File: src/rtl/tinyqv_fetch_aligner_pkg.sv
// Shared constants for the fetch aligner and the decoder that consumes its
// output: instruction length encodings and the RVC "uncompressed" opcode
// field value, plus a helper to classify a halfword.
package tinyqv_fetch_aligner_pkg;

    localparam logic [1:0] INSTR_LEN_16     = 2'b01;
    localparam logic [1:0] INSTR_LEN_32     = 2'b10;
    localparam logic [1:0] OPC_UNCOMPRESSED = 2'b11;

    // Only bits [1:0] matter; [4:2]=3'b111 long encodings are left for the
    // decoder to reject and are treated as ordinary 32-bit here.
    function automatic logic is_compressed(input logic [15:0] hw);
        return hw[1:0] != OPC_UNCOMPRESSED;
    endfunction

endpackage

File: src/rtl/tinyqv_fetch_aligner_hw_fifo.sv
// Halfword ring buffer, DEPTH x 16.
// One push port, head and head+1 read taps, pop of 0/1/2 entries per cycle.
// Ports:
//   clk, rstn    clock, async active-low reset
//   flush        empties the buffer (pointers and count to 0); wins over push/pop
//   push         write push_data at the write pointer
//   push_data    halfword to store
//   pop_n        entries to remove this cycle (0..2)
//   head0/head1  entries at rd_ptr and rd_ptr+1 (modulo DEPTH)
//   count        occupied entries, 0..DEPTH
module tinyqv_fetch_aligner_hw_fifo #(
    parameter int DEPTH = 4
) (
    input  logic                       clk,
    input  logic                       rstn,
    input  logic                       flush,
    input  logic                       push,
    input  logic [15:0]                push_data,
    input  logic [1:0]                 pop_n,
    output logic [15:0]                head0,
    output logic [15:0]                head1,
    output logic [$clog2(DEPTH):0]     count
);

    localparam int AW = $clog2(DEPTH);
    localparam int CW = AW + 1;

    logic [DEPTH-1:0][15:0] mem_q, mem_d;
    logic [AW-1:0]          wr_ptr_q, wr_ptr_d;
    logic [AW-1:0]          rd_ptr_q, rd_ptr_d;
    logic [CW-1:0]          count_q, count_d;
    logic [AW-1:0]          rd_ptr_p1;

    // Pointers are exactly log2(DEPTH) bits, so +1/+2 wraps on its own and a
    // 32-bit instruction can straddle the end of the array.
    assign rd_ptr_p1 = rd_ptr_q + AW'(1);

    always_comb begin
        mem_d    = mem_q;
        wr_ptr_d = wr_ptr_q;
        rd_ptr_d = rd_ptr_q;
        count_d  = count_q;
        if (flush) begin
            wr_ptr_d = '0;
            rd_ptr_d = '0;
            count_d  = '0;
        end else begin
            if (push) begin
                mem_d[wr_ptr_q] = push_data;
                wr_ptr_d        = wr_ptr_q + AW'(1);
            end
            rd_ptr_d = rd_ptr_q + AW'(pop_n);
            count_d  = count_q + CW'(push) - CW'(pop_n);
        end
    end

    always_ff @(posedge clk or negedge rstn) begin
        if (!rstn) begin
            mem_q    <= '0;
            wr_ptr_q <= '0;
            rd_ptr_q <= '0;
            count_q  <= '0;
        end else begin
            mem_q    <= mem_d;
            wr_ptr_q <= wr_ptr_d;
            rd_ptr_q <= rd_ptr_d;
            count_q  <= count_d;
        end
    end

    assign head0 = mem_q[rd_ptr_q];
    assign head1 = mem_q[rd_ptr_p1];
    assign count = count_q;

endmodule

File: src/rtl/tinyqv_fetch_aligner.sv
// Fetch aligner: turns the sequential halfword stream from the QSPI fetch
// path into whole 16/32-bit instructions, each tagged with its halfword PC
// and length, at any halfword alignment. A flush discards everything
// buffered and restarts at flush_pc.
// Ports:
//   clk, rstn                  clock, async active-low reset
//   flush, flush_pc            redirect (priority over push/pop)
//   data_in/valid/ready        halfword input handshake
//   instr/instr_pc/instr_len   instruction to decoder (len 01=16b, 10=32b)
//   instr_valid/instr_ready    instruction output handshake
// All outputs come from registered state only, so there is no combinational
// path from data_valid or instr_ready to any output.
module tinyqv_fetch_aligner
    import tinyqv_fetch_aligner_pkg::*;
#(
    parameter int DEPTH   = 4,
    parameter int PC_BITS = 23
) (
    input  logic               clk,
    input  logic               rstn,
    input  logic               flush,
    input  logic [PC_BITS-1:0] flush_pc,
    input  logic [15:0]        data_in,
    input  logic               data_valid,
    output logic               data_ready,
    output logic [31:0]        instr,
    output logic [PC_BITS-1:0] instr_pc,
    output logic [1:0]         instr_len,
    output logic               instr_valid,
    input  logic               instr_ready
);

    localparam int CW = $clog2(DEPTH) + 1;

    logic [15:0]        head0, head1;
    logic [CW-1:0]      count;
    logic               head_is_c;
    logic               push, pop;
    logic [1:0]         pop_n;
    logic [PC_BITS-1:0] pc_q, pc_d;

    tinyqv_fetch_aligner_hw_fifo #(.DEPTH(DEPTH)) u_fifo (
        .clk       (clk),
        .rstn      (rstn),
        .flush     (flush),
        .push      (push),
        .push_data (data_in),
        .pop_n     (pop_n),
        .head0     (head0),
        .head1     (head1),
        .count     (count)
    );

    assign head_is_c = is_compressed(head0);

    // A 32-bit head with only one halfword buffered stays invalid until its
    // upper half lands; partial instructions are never shown.
    assign instr_valid = ((count != '0) && head_is_c) || (count >= CW'(2));
    assign instr_len   = head_is_c ? INSTR_LEN_16 : INSTR_LEN_32;
    assign instr       = !instr_valid ? 32'h0 :
                         head_is_c    ? {16'h0, head0} : {head1, head0};
    assign instr_pc    = pc_q;

    // Full is judged on the registered count; a same-cycle pop does not
    // open a slot until the next cycle.
    assign data_ready = count < CW'(DEPTH);

    assign push  = data_valid && data_ready && !flush;
    assign pop   = instr_valid && instr_ready && !flush;
    assign pop_n = !pop ? 2'd0 : (head_is_c ? 2'd1 : 2'd2);

    always_comb begin
        pc_d = pc_q;
        if (flush)    pc_d = flush_pc;
        else if (pop) pc_d = pc_q + PC_BITS'(pop_n);
    end

    always_ff @(posedge clk or negedge rstn) begin
        if (!rstn) pc_q <= '0;
        else       pc_q <= pc_d;
    end

endmodule
File: config.mk
export PLATFORM = sky130hd
export DESIGN_NAME = tinyqv_fetch_aligner
export DESIGN_NICKNAME = d
export VERILOG_FILES = /design/src/rtl/tinyqv_fetch_aligner_pkg.sv /design/src/rtl/tinyqv_fetch_aligner_hw_fifo.sv /design/src/rtl/tinyqv_fetch_aligner.sv
export SDC_FILE = /design/constraint.sdc
export NUM_CORES = 1
export LEC_CHECK = 0
export CORE_MARGIN = 8
export CORE_UTILIZATION = 40
export DETAILED_ROUTE_END_ITERATION = 16
export HOLD_SLACK_MARGIN = 0.02
export PLACE_DENSITY = 0.64
export SYNTH_ARGS = -nofsm -noshare
export SYNTH_HDL_FRONTEND = slang
export SYNTH_HIERARCHICAL = 1
export SYNTH_SLANG_ARGS = --single-unit
export TNS_END_PERCENT = 30
File: constraint.sdc
create_clock -name clk -period 4.95 [get_ports clk]
set_input_delay 0.7425 -clock clk [delete_from_list [all_inputs] [get_ports clk]]
set_output_delay 0.7425 -clock clk [all_outputs]
set_load 0.05 [all_outputs]
==> flow_metrics.env <==
export IMPL_status="completed"
export IMPL_synth_edf_count=0
export IMPL_grt_start_max_net_pins=65
export IMPL_die_x_microns=134
export IMPL_utilization_pct=50.8
export IMPL_switchingPower_uw=1280
export IMPL_drv_cap=0
export IMPL_required_ns=4.21
export IMPL_hpwlAfterDp_mm=9.88
export IMPL_final_setup_worst_slack_ns=1.06
export IMPL_r2r_worst_path_cells=9
export IMPL_synth_top_cell_area_share_pct=42.2
export IMPL_die_h_microns=134
export IMPL_path_max_fanout=17
export IMPL_vias_per_cell=5.56
export IMPL_dp_slack_ns=1.19
export IMPL_io_buffers=102
export IMPL_critical_path_class="flop to primary output"
export IMPL_cts_hold_buf=0
export IMPL_post_cts_resized=0
export IMPL_ys_seq_area_share_pct=42.2
export IMPL_slowest_delay_ns=0.84
export IMPL_p_clk_share_pct=22.6
export IMPL_drc_errors=0
export IMPL_ys_warn_count=6
export IMPL_path_clk_slew_ns=0.06
export IMPL_vias=3902
export IMPL_yosysTopAreaCell="dfrtp_1"
export IMPL_final_nets=574
export IMPL_drt_wl_total_mm=14.3
export IMPL_drv_slew=0
export IMPL_grt_util_all_layers_pct=16.4
export IMPL_synthCells=426
export IMPL_drtIter0Drc=232
export IMPL_path_buf_inv=2
export IMPL_gp_congestion=0.793
export IMPL_p_leak_uw=0.00310
export IMPL_crit_path_end_kind="primary output"
export IMPL_htreeDepth=3
export IMPL_fillers=1214
export IMPL_routedWlPerCell_microns=20.4
export IMPL_synth_seq_cells=94
export IMPL_final_hold_violation_count=0
export IMPL_crit_chain="mux4_2, a21boi_1, nor2_1, buf_4, nor2b_1, clkdlybuf4s50_1"
export IMPL_ios=103
export IMPL_synth_cell_types=50
export IMPL_grt_overflow=0
export IMPL_cts_made_buffers=9
export IMPL_drive_gt1_share_pct=24.9
export IMPL_antenna_found_initial=1
export IMPL_crit_family="buffers and inverters"
export IMPL_tritoncts="done"
export IMPL_slew_limit_headroom_pct=43.5
export IMPL_power_internal_uw=2090
export IMPL_yosysMostFrequentCell="dfrtp_1"
export IMPL_fin_crit_sh_pct=78.6
export IMPL_worst_r2r_setup_slack_ns=1.13
export IMPL_clock_path_buffers=2
export IMPL_n_antenna_cell=0
export IMPL_grt_pass1_wl_mm=23.2
export IMPL_synthTopCellsByCount="dfrtp_1, mux2_4, mux4_2"
export IMPL_rows=43
export IMPL_design_core_area_sq_um=13800
export IMPL_synth_nets=482
export IMPL_setup_viol=0
export IMPL_postCtsSetupBuffers=0
export IMPL_start_util_pct=40.5
export IMPL_crit_slowest_cell="clkdlybuf4s50_1"
export IMPL_ys_async_sr_fraction_pct=100
export IMPL_grt_pass1_vias=4118
export IMPL_cts_root_buf="clkbuf_16"
export IMPL_combPwrFrac_pct=44.6
export IMPL_ys_flop_type="dfrtp_1"
export IMPL_fin_tns_setup_ns=0
export IMPL_rsz0062_at_grt="no"
export IMPL_clk_latency_ns=0.35
export IMPL_dr_pass1_iters=4
export IMPL_dieArea_sq_um=18000
export IMPL_syn_area_sq_um=5580
export IMPL_period_minus_slack_ns=3.89
export IMPL_critPathLaunchType="flop"
export IMPL_area_growth_pct=25.5
export IMPL_hp_class="input port to async pin"
export IMPL_tightestPinTransition_ns=0.848
export IMPL_cts_sinks=94
export IMPL_syn_area_per_cell_sq_um=13.1
export IMPL_synth_area_leaders="dfrtp_1, mux4_2, mux2_4, mux2_2, nor2b_1"
export IMPL_clock_fmax_mhz=257
export IMPL_vdd_drop_max_v=0.000312
export IMPL_reg2reg_from="u_fifo/rd_ptr_q[1]"
export IMPL_pwr_share_seq_pct=32.8
export IMPL_antenna_left=0
export IMPL_cp_arrival_ns=3.15
export IMPL_fin_skew_ns=0.00487
export IMPL_p_per_area_nw_per_um2=482
export IMPL_worstSetupStartpoint="u_fifo/rd_ptr_q[1]"
export IMPL_switching_share_pct=38.0
export IMPL_r2r_end="instr_pc[9]"
[per-layer routing]
metal	GRT usage [%]	wire, microns	up-vias	share of wire (%)
met3	5.09	1180	15	8.2
met2	24.2	6260	135	44
met5	0	9	-	0.063
met4	5.55	193	2	1.4
li1	-	-	1793	-
met1	22.4	6660	1957	47
[registers in the layout, indices dropped and copies added (netlist names)]
| register | cells |
|---|---|
| instr_pc | 23 |
| u_fifo/count | 3 |
| u_fifo/mem_q | 64 |
| u_fifo/rd_ptr_q | 2 |
| u_fifo/wr_ptr_q | 2 |
[worst max path at each step]
stage                   endpoint  slack, ns  cells after the start
floorplan           instr_pc[21]       1.14                     13
global placement    instr_pc[19]       1.34                      9
detailed placement   instr_pc[9]       1.19                      9
CTS                     instr[7]       1.07                      6
global route         instr_pc[9]       0.84                      9
finish                 instr[13]       1.06                      6
[layout by cell type (no fill, tap or decap), types with 3 or more instances in the layout]
cell	instances
clkdlybuf4s50_1	101
dfrtp_1	93
mux2_4	40
mux4_2	32
mux2_2	24
nor2b_1	21
nor2_1	19
and3_1	19
inv_1	17
nand2_1	16
nand3_1	10
a31oi_1	10
ha_1	10
o21ai_0	9
clkbuf_16	9
o31ai_1	8
or4_1	8
buf_4	7
o211ai_1	6
nand4_1	5
nand3b_4	4
nor3_1	3
a21oi_1	3
or3_1	3
a22oi_1	3
xnor2_1	3
mux2i_1	3
[metrics by stage]
stage               area (sq um)  power [uW]  cells  hold WS, ns
floorplan                   5580        2170    426        0.447
global placement            6670        2590    687        0.504
detailed placement          6670        2630    687        0.512
CTS                         7000        3410    702        0.529
global route                7000        3550    702        0.549
finish                      7000        3370    702        0.493
[logic make-up (layout without fill, tap and decap cells)]
family                     after synthesis  after routing  share of synthesized area, %
adders and majority gates               12             12                          2.96
and+or+nand+nor                        120            120                          13.5
AOI/OAI and AO/OA                       51             51                          6.28
xor gates and xnor gates                 6              6                          1.44
muxes                                   99             99                          29.1
buffers and inverters                   44            140                          4.62
DFF                                     94             94                          42.2
[power groups by stage]
stage / Combinational, uW / Sequential [uW] / Clock (uW)
detailed placement: 1510 / 1110 / 0
global route: 1600 / 1130 / 814
CTS: 1520 / 1100 / 785
global placement: 1490 / 1100 / 0
finish: 1500 / 1110 / 761
floorplan: 1040 / 1120 / 0
[final cells by class]
type	instances	area (sq um)	area share (%)
repair buffers	108	1060	15.2
multi-input cells	288	2970	42.4
clock buffers	12	256	3.67
clock inverters	3	67.6	0.965
flip-flops and latches	94	2350	33.6
inverters	17	63.8	0.912
well taps	180	225	3.22
[worst register-to-register path: cells and delay by family (launching register included)]
family | cells | cell delay, ns
AO/OA/AOI/OAI | 5 | 1.31
adder cells (fa/ha/maj) | 1 | 0.25
flip-flops | 1 | 0.69
multiplexers | 1 | 0.44
AND/OR/NAND/NOR | 2 | 1.07
(Power assumes the default switching activity.)
==> patch 1, RTL diff (same flow settings) <==
Make the reset (`rstn`) synchronous in 2 clocked blocks. Comments in the files are not updated.
--- a/src/rtl/tinyqv_fetch_aligner_hw_fifo.sv
+++ b/src/rtl/tinyqv_fetch_aligner_hw_fifo.sv
@@ -55,5 +55,5 @@
     end
 
-    always_ff @(posedge clk or negedge rstn) begin
+    always_ff @(posedge clk) begin
         if (!rstn) begin
             mem_q    <= '0;
--- a/src/rtl/tinyqv_fetch_aligner.sv
+++ b/src/rtl/tinyqv_fetch_aligner.sv
@@ -76,5 +76,5 @@
     end
 
-    always_ff @(posedge clk or negedge rstn) begin
+    always_ff @(posedge clk) begin
         if (!rstn) pc_q <= '0;
         else       pc_q <= pc_d;
Formal check against the unedited RTL: differs if rstn is asserted again (counterexample within 4 cycles, from zero or initial values and one cycle with rstn low); with rstn held inactive, the same outputs for 4 cycles.
==> patch 1 against the unedited design <==
Design area is 5.8% lower; count of clock-buffer cells in the layout is 1 lower; sequential cell count stayed put; setup slack better by 0.15 ns; global-route usage is 0.51 points higher; largest cell class unchanged; highest routed layer is now met4; wire length is 1.1% lower; synthesized area is 5.5% lower.
Power is not compared: it rests on default switching activity, and its combinational part moved more than twofold at a synthesized area within 25%.
==> patch 1: results <==
INSERT INTO impl_metrics (metric_group, metric, value, unit) VALUES
('routing', 'viasPerCell', '5.46', ''),
('synthesis', 'post_synth_fa_ha_maj_area_fraction', '0.0313', ''),
('hold_path', 'hp-class', 'flip-flop to flip-flop', ''),
('critical_path', 'critical_path.reg2reg.endpoint', 'instr_pc[20]', ''),
('sta', 'whs', '0.474', 'ns'),
('critical_path', 'number_of_cells_on_the_worst_reg_to_reg_path', '8', ''),
('critical_path', 'cp_max_fo', '19', ''),
('place', 'detailedPlacementHpwl', '9630', 'um'),
('layout', 'filler_cell_count_in_the_final_layout', '1263', ''),
('outcome', 'run_status', 'completed', ''),
('critical_path', 'regToRegStartpoint', 'u_fifo/rd_ptr_q[1]', ''),
('grt', 'grt_pass1_wl', '22500', 'um'),
('synthesis', 'synth_flop_cell', 'sky130_fd_sc_hd__dfxtp_1', ''),
('critical_path', 'critPathTopFamily', 'simple AND/OR/NAND/NOR gates', ''),
('critical_path', 'arrival_time_worst_endpoint', '3.98', 'ns'),
('layout', 'final_layout_size_suffix_gt1_frac', '0.0987', ''),
('synthesis', 'synth.net_count', '582', ''),
('synthesis', 'postSynth.asyncResetShare', '0', ''),
('routing', 'drt-initial-drc-count', '296', ''),
('synthesis', 'post_synth_num_cell_types', '48', '');
-- patch 1: cell count changes in the layout (fill, tap and decap cells not counted), sizes merged, moves of 6 or more --
cell,unedited run,this run
nand2,16,88
dfrtp,94,0
dfxtp,0,94
nor2,20,14
mux2i,3,67
o21ai,10,25
mux2,64,0
-- patch 1: worst max-delay path by stage --
stage                         endpoint               start  cells past startpoint
after global routing      instr_pc[20]  u_fifo/rd_ptr_q[1]                      8
after detailed placement  instr_pc[20]  u_fifo/rd_ptr_q[1]                      8
after CTS                     instr[1]  u_fifo/rd_ptr_q[1]                      5
final                     instr_pc[20]  u_fifo/rd_ptr_q[1]                      8
after global placement    instr_pc[20]  u_fifo/rd_ptr_q[1]                      8
after floorplan           instr_pc[20]  u_fifo/rd_ptr_q[1]                     13
-- patch 1: area by class of cell --
cell class / instances / area [um^2] / area share
clock inverter: 4 / 55.1 / 0.00835
timing repair buffer: 112 / 1090 / 0.166
sequential: 94 / 1880 / 0.286
inverter: 15 / 56.3 / 0.00854
multi-input combinational: 372 / 3030 / 0.460
clock buffer: 11 / 253 / 0.0384
tap: 176 / 220 / 0.0334
-- patch 1: worst min-delay path, cell delays in order (launching register included) --
cell and delay, ns:
sky130_fd_sc_hd__dfxtp_1 0.32, sky130_fd_sc_hd__nand2_1 0.06, sky130_fd_sc_hd__mux2i_1 0.05
-- patch 1: cell families after synthesis --
| group | after synthesis |
|---|---|
| adder cells (fa/ha/maj) | 12 |
| buffers and inverters | 60 |
| AND/OR/NAND/NOR | 187 |
| multiplexers | 99 |
| AO/OA/AOI/OAI | 68 |
| XOR/XNOR | 6 |
| flip-flops | 94 |
-- patch 1: metal layers --
metal / part of all wire / vias to the layer above / track usage
met4: 0.0088 / 0 / 0.0473
met2: 0.47 / 138 / 0.273
met5: 0 / - / 0
li1: - / 2077 / -
met1: 0.43 / 2054 / 0.210
met3: 0.087 / 10 / 0.0580
-- patch 1: power breakdown --
| part | switching [W] | leakage, nW | internal [W] |
|---|---|---|---|
| logic | 0.000125 | 1.81 | 0.0000876 |
| registers | 0.0000238 | 0.765 | 0.000776 |
| clock network | 0.000298 | 0.148 | 0.000419 |
-- patch 1: metrics by stage --
step	cells	util	instance area, um^2	power (W)
finish	784	0.506	6590	0.00173
global route	784	0.506	6590	0.00180
CTS	784	0.506	6590	0.00175
detailed placement	769	0.482	6280	0.00103
global placement	769	0.482	6280	0.00103
floorplan	526	-	5270	0.000941
==> patch 2, RTL diff (same flow settings) <==
Made on the original files. `DEPTH` is set to 4 in 2 places; all go to 8.
--- a/src/rtl/tinyqv_fetch_aligner_hw_fifo.sv
+++ b/src/rtl/tinyqv_fetch_aligner_hw_fifo.sv
@@ -10,5 +10,5 @@
 //   count        occupied entries, 0..DEPTH
 module tinyqv_fetch_aligner_hw_fifo #(
-    parameter int DEPTH = 4
+    parameter int DEPTH = 8
 ) (
     input  logic                       clk,
--- a/src/rtl/tinyqv_fetch_aligner.sv
+++ b/src/rtl/tinyqv_fetch_aligner.sv
@@ -14,5 +14,5 @@
     import tinyqv_fetch_aligner_pkg::*;
 #(
-    parameter int DEPTH   = 4,
+    parameter int DEPTH   = 8,
     parameter int PC_BITS = 23
 ) (
Check against the original RTL: not equivalent (Yosys sat finds a counterexample within 10 cycles, from zero or initial values and one cycle with rstn low).
==> patch 2 against the unedited design <==
Critical path depth did not move; largest cell class unchanged; hold slack got worse by 0.16 ns; critical endpoint is now instr[0]; sequential power rose by 51%; non-clock buffer count rose by 12; clock skew rose by 0.0047 ns; count of clock-buffer cells in the layout rose by 10; wire length rose by 59%; setup slack got worse by 0.61 ns; design area rose by 56%; highest routed layer is now met4; via count rose by 52%; power rose by 56%; synthesized area rose by 60%; sequential cell count rose by 67.
==> patch 2: results <==
INSERT INTO impl_metrics (metric_group, metric, value, unit) VALUES
('outcome', 'run_status', 'completed', ''),
('critical_path', 'cp_max_fo', '24', ''),
('routing', 'routed_wl', '22700', 'um'),
('grt', 'grt_pass1_wl', '36400', 'um'),
('critical_path', 'critical_path.reg2reg.endpoint', 'instr_pc[22]', ''),
('cts', 'clk-insertion-delay-late', '0.43', 'ns'),
('cts', 'htree_levels', '4', ''),
('critical_path', 'regToRegStartpoint', 'u_fifo/rd_ptr_q[0]', ''),
('grt', 'first_global_vias', '6464', ''),
('critical_path', 'setup.worst_path.end', 'instr[0]', ''),
('power_and_ir_drop', 'ir_drop', '0.328', 'mV'),
('layout', 'largest_register_ff_count', '128', ''),
('synthesis', 'synth.net_count', '700', ''),
('grt', 'maximum_number_of_pins_on_one_net_before_global_route_repair', '73', ''),
('sta', 'max_slew_headroom_at_the_worst_pin', '0.242', ''),
('layout', 'layout.nets', '798', ''),
('grt', 'antenna_violations_before_repair', '0', ''),
('layout', 'filler_cell_count_in_the_final_layout', '1869', ''),
('routing', 'viasPerCell', '5.74', ''),
('sta', 'period_needed', '4.50', 'ns');
[patch 2: cell types whose count changed after synthesis, moves of 6 or more]
cell / before / now
sky130_fd_sc_hd__mux2_4: 40 / 0
sky130_fd_sc_hd__inv_1: 17 / 11
sky130_fd_sc_hd__xor2_1: 1 / 8
sky130_fd_sc_hd__a31oi_1: 10 / 16
sky130_fd_sc_hd__dfrtp_1: 94 / 161
sky130_fd_sc_hd__buf_2: 7 / 25
sky130_fd_sc_hd__buf_6: 10 / 0
sky130_fd_sc_hd__and3_1: 19 / 6
sky130_fd_sc_hd__mux4_2: 32 / 64
sky130_fd_sc_hd__and2_1: 2 / 16
sky130_fd_sc_hd__mux2_2: 24 / 160
[patch 2: critical path, cell delays in order (launching register included)]
cell and delay (ns):
sky130_fd_sc_hd__dfrtp_4 0.70, sky130_fd_sc_hd__mux4_2 0.57, sky130_fd_sc_hd__mux2_2 0.32, sky130_fd_sc_hd__a21boi_4 0.34, sky130_fd_sc_hd__nor2_2 0.28, sky130_fd_sc_hd__nor2b_1 0.27, sky130_fd_sc_hd__clkdlybuf4s50_1 0.85
[patch 2: final cells by class]
| class | instances | share of cell area |
|---|---|---|
| Sequential cell | 161 | 0.370 |
| Clock inverter | 10 | 0.0167 |
| Multi-Input combinational cell | 429 | 0.428 |
| Tap cell | 280 | 0.0322 |
| Clock buffer | 22 | 0.0426 |
| Inverter | 12 | 0.00414 |
| Timing Repair Buffer | 120 | 0.106 |
[patch 2: power by group through the flow]
stage / clock network (W) / registers (W) / logic [W]
4_1_cts: 0.00147 / 0.00168 / 0.00217
3_3_place_gp: 0 / 0.00168 / 0.00213
5_1_grt: 0.00153 / 0.00171 / 0.00228
3_5_place_dp: 0 / 0.00170 / 0.00216
2_1_floorplan: 0 / 0.00169 / 0.00151
6_report: 0.00144 / 0.00168 / 0.00214
[patch 2: cells by family after synthesis]
kind of cell	Yosys count	share of synthesized area
mux	227	0.366
flops	161	0.451
buf+inv	53	0.0278
compound gates	54	0.0425
simple gates	125	0.0824
xor+xnor	10	0.00980
fa+ha+maj	13	0.0207
[patch 2: routing by layer]
metal / GRT usage / part of all wire / vias up
met5: 0 / 0 / -
met4: 0.0471 / 0.011 / 0
met3: 0.0372 / 0.048 / 21
met2: 0.294 / 0.51 / 146
met1: 0.219 / 0.43 / 3133
li1: - / - / 2637
[patch 2: per-stage QoR]
step,power (W),area (um^2),hold WS (ns),instances,util
final,0.00526,10900,0.333,1034,0.497
after CTS,0.00532,10900,0.363,1034,0.497
after global placement,0.00381,10200,0.501,1002,0.468
after floorplan,0.00320,8940,0.447,643,-
after detailed placement,0.00386,10200,0.512,1002,0.468
after global routing,0.00553,10900,0.389,1034,0.497
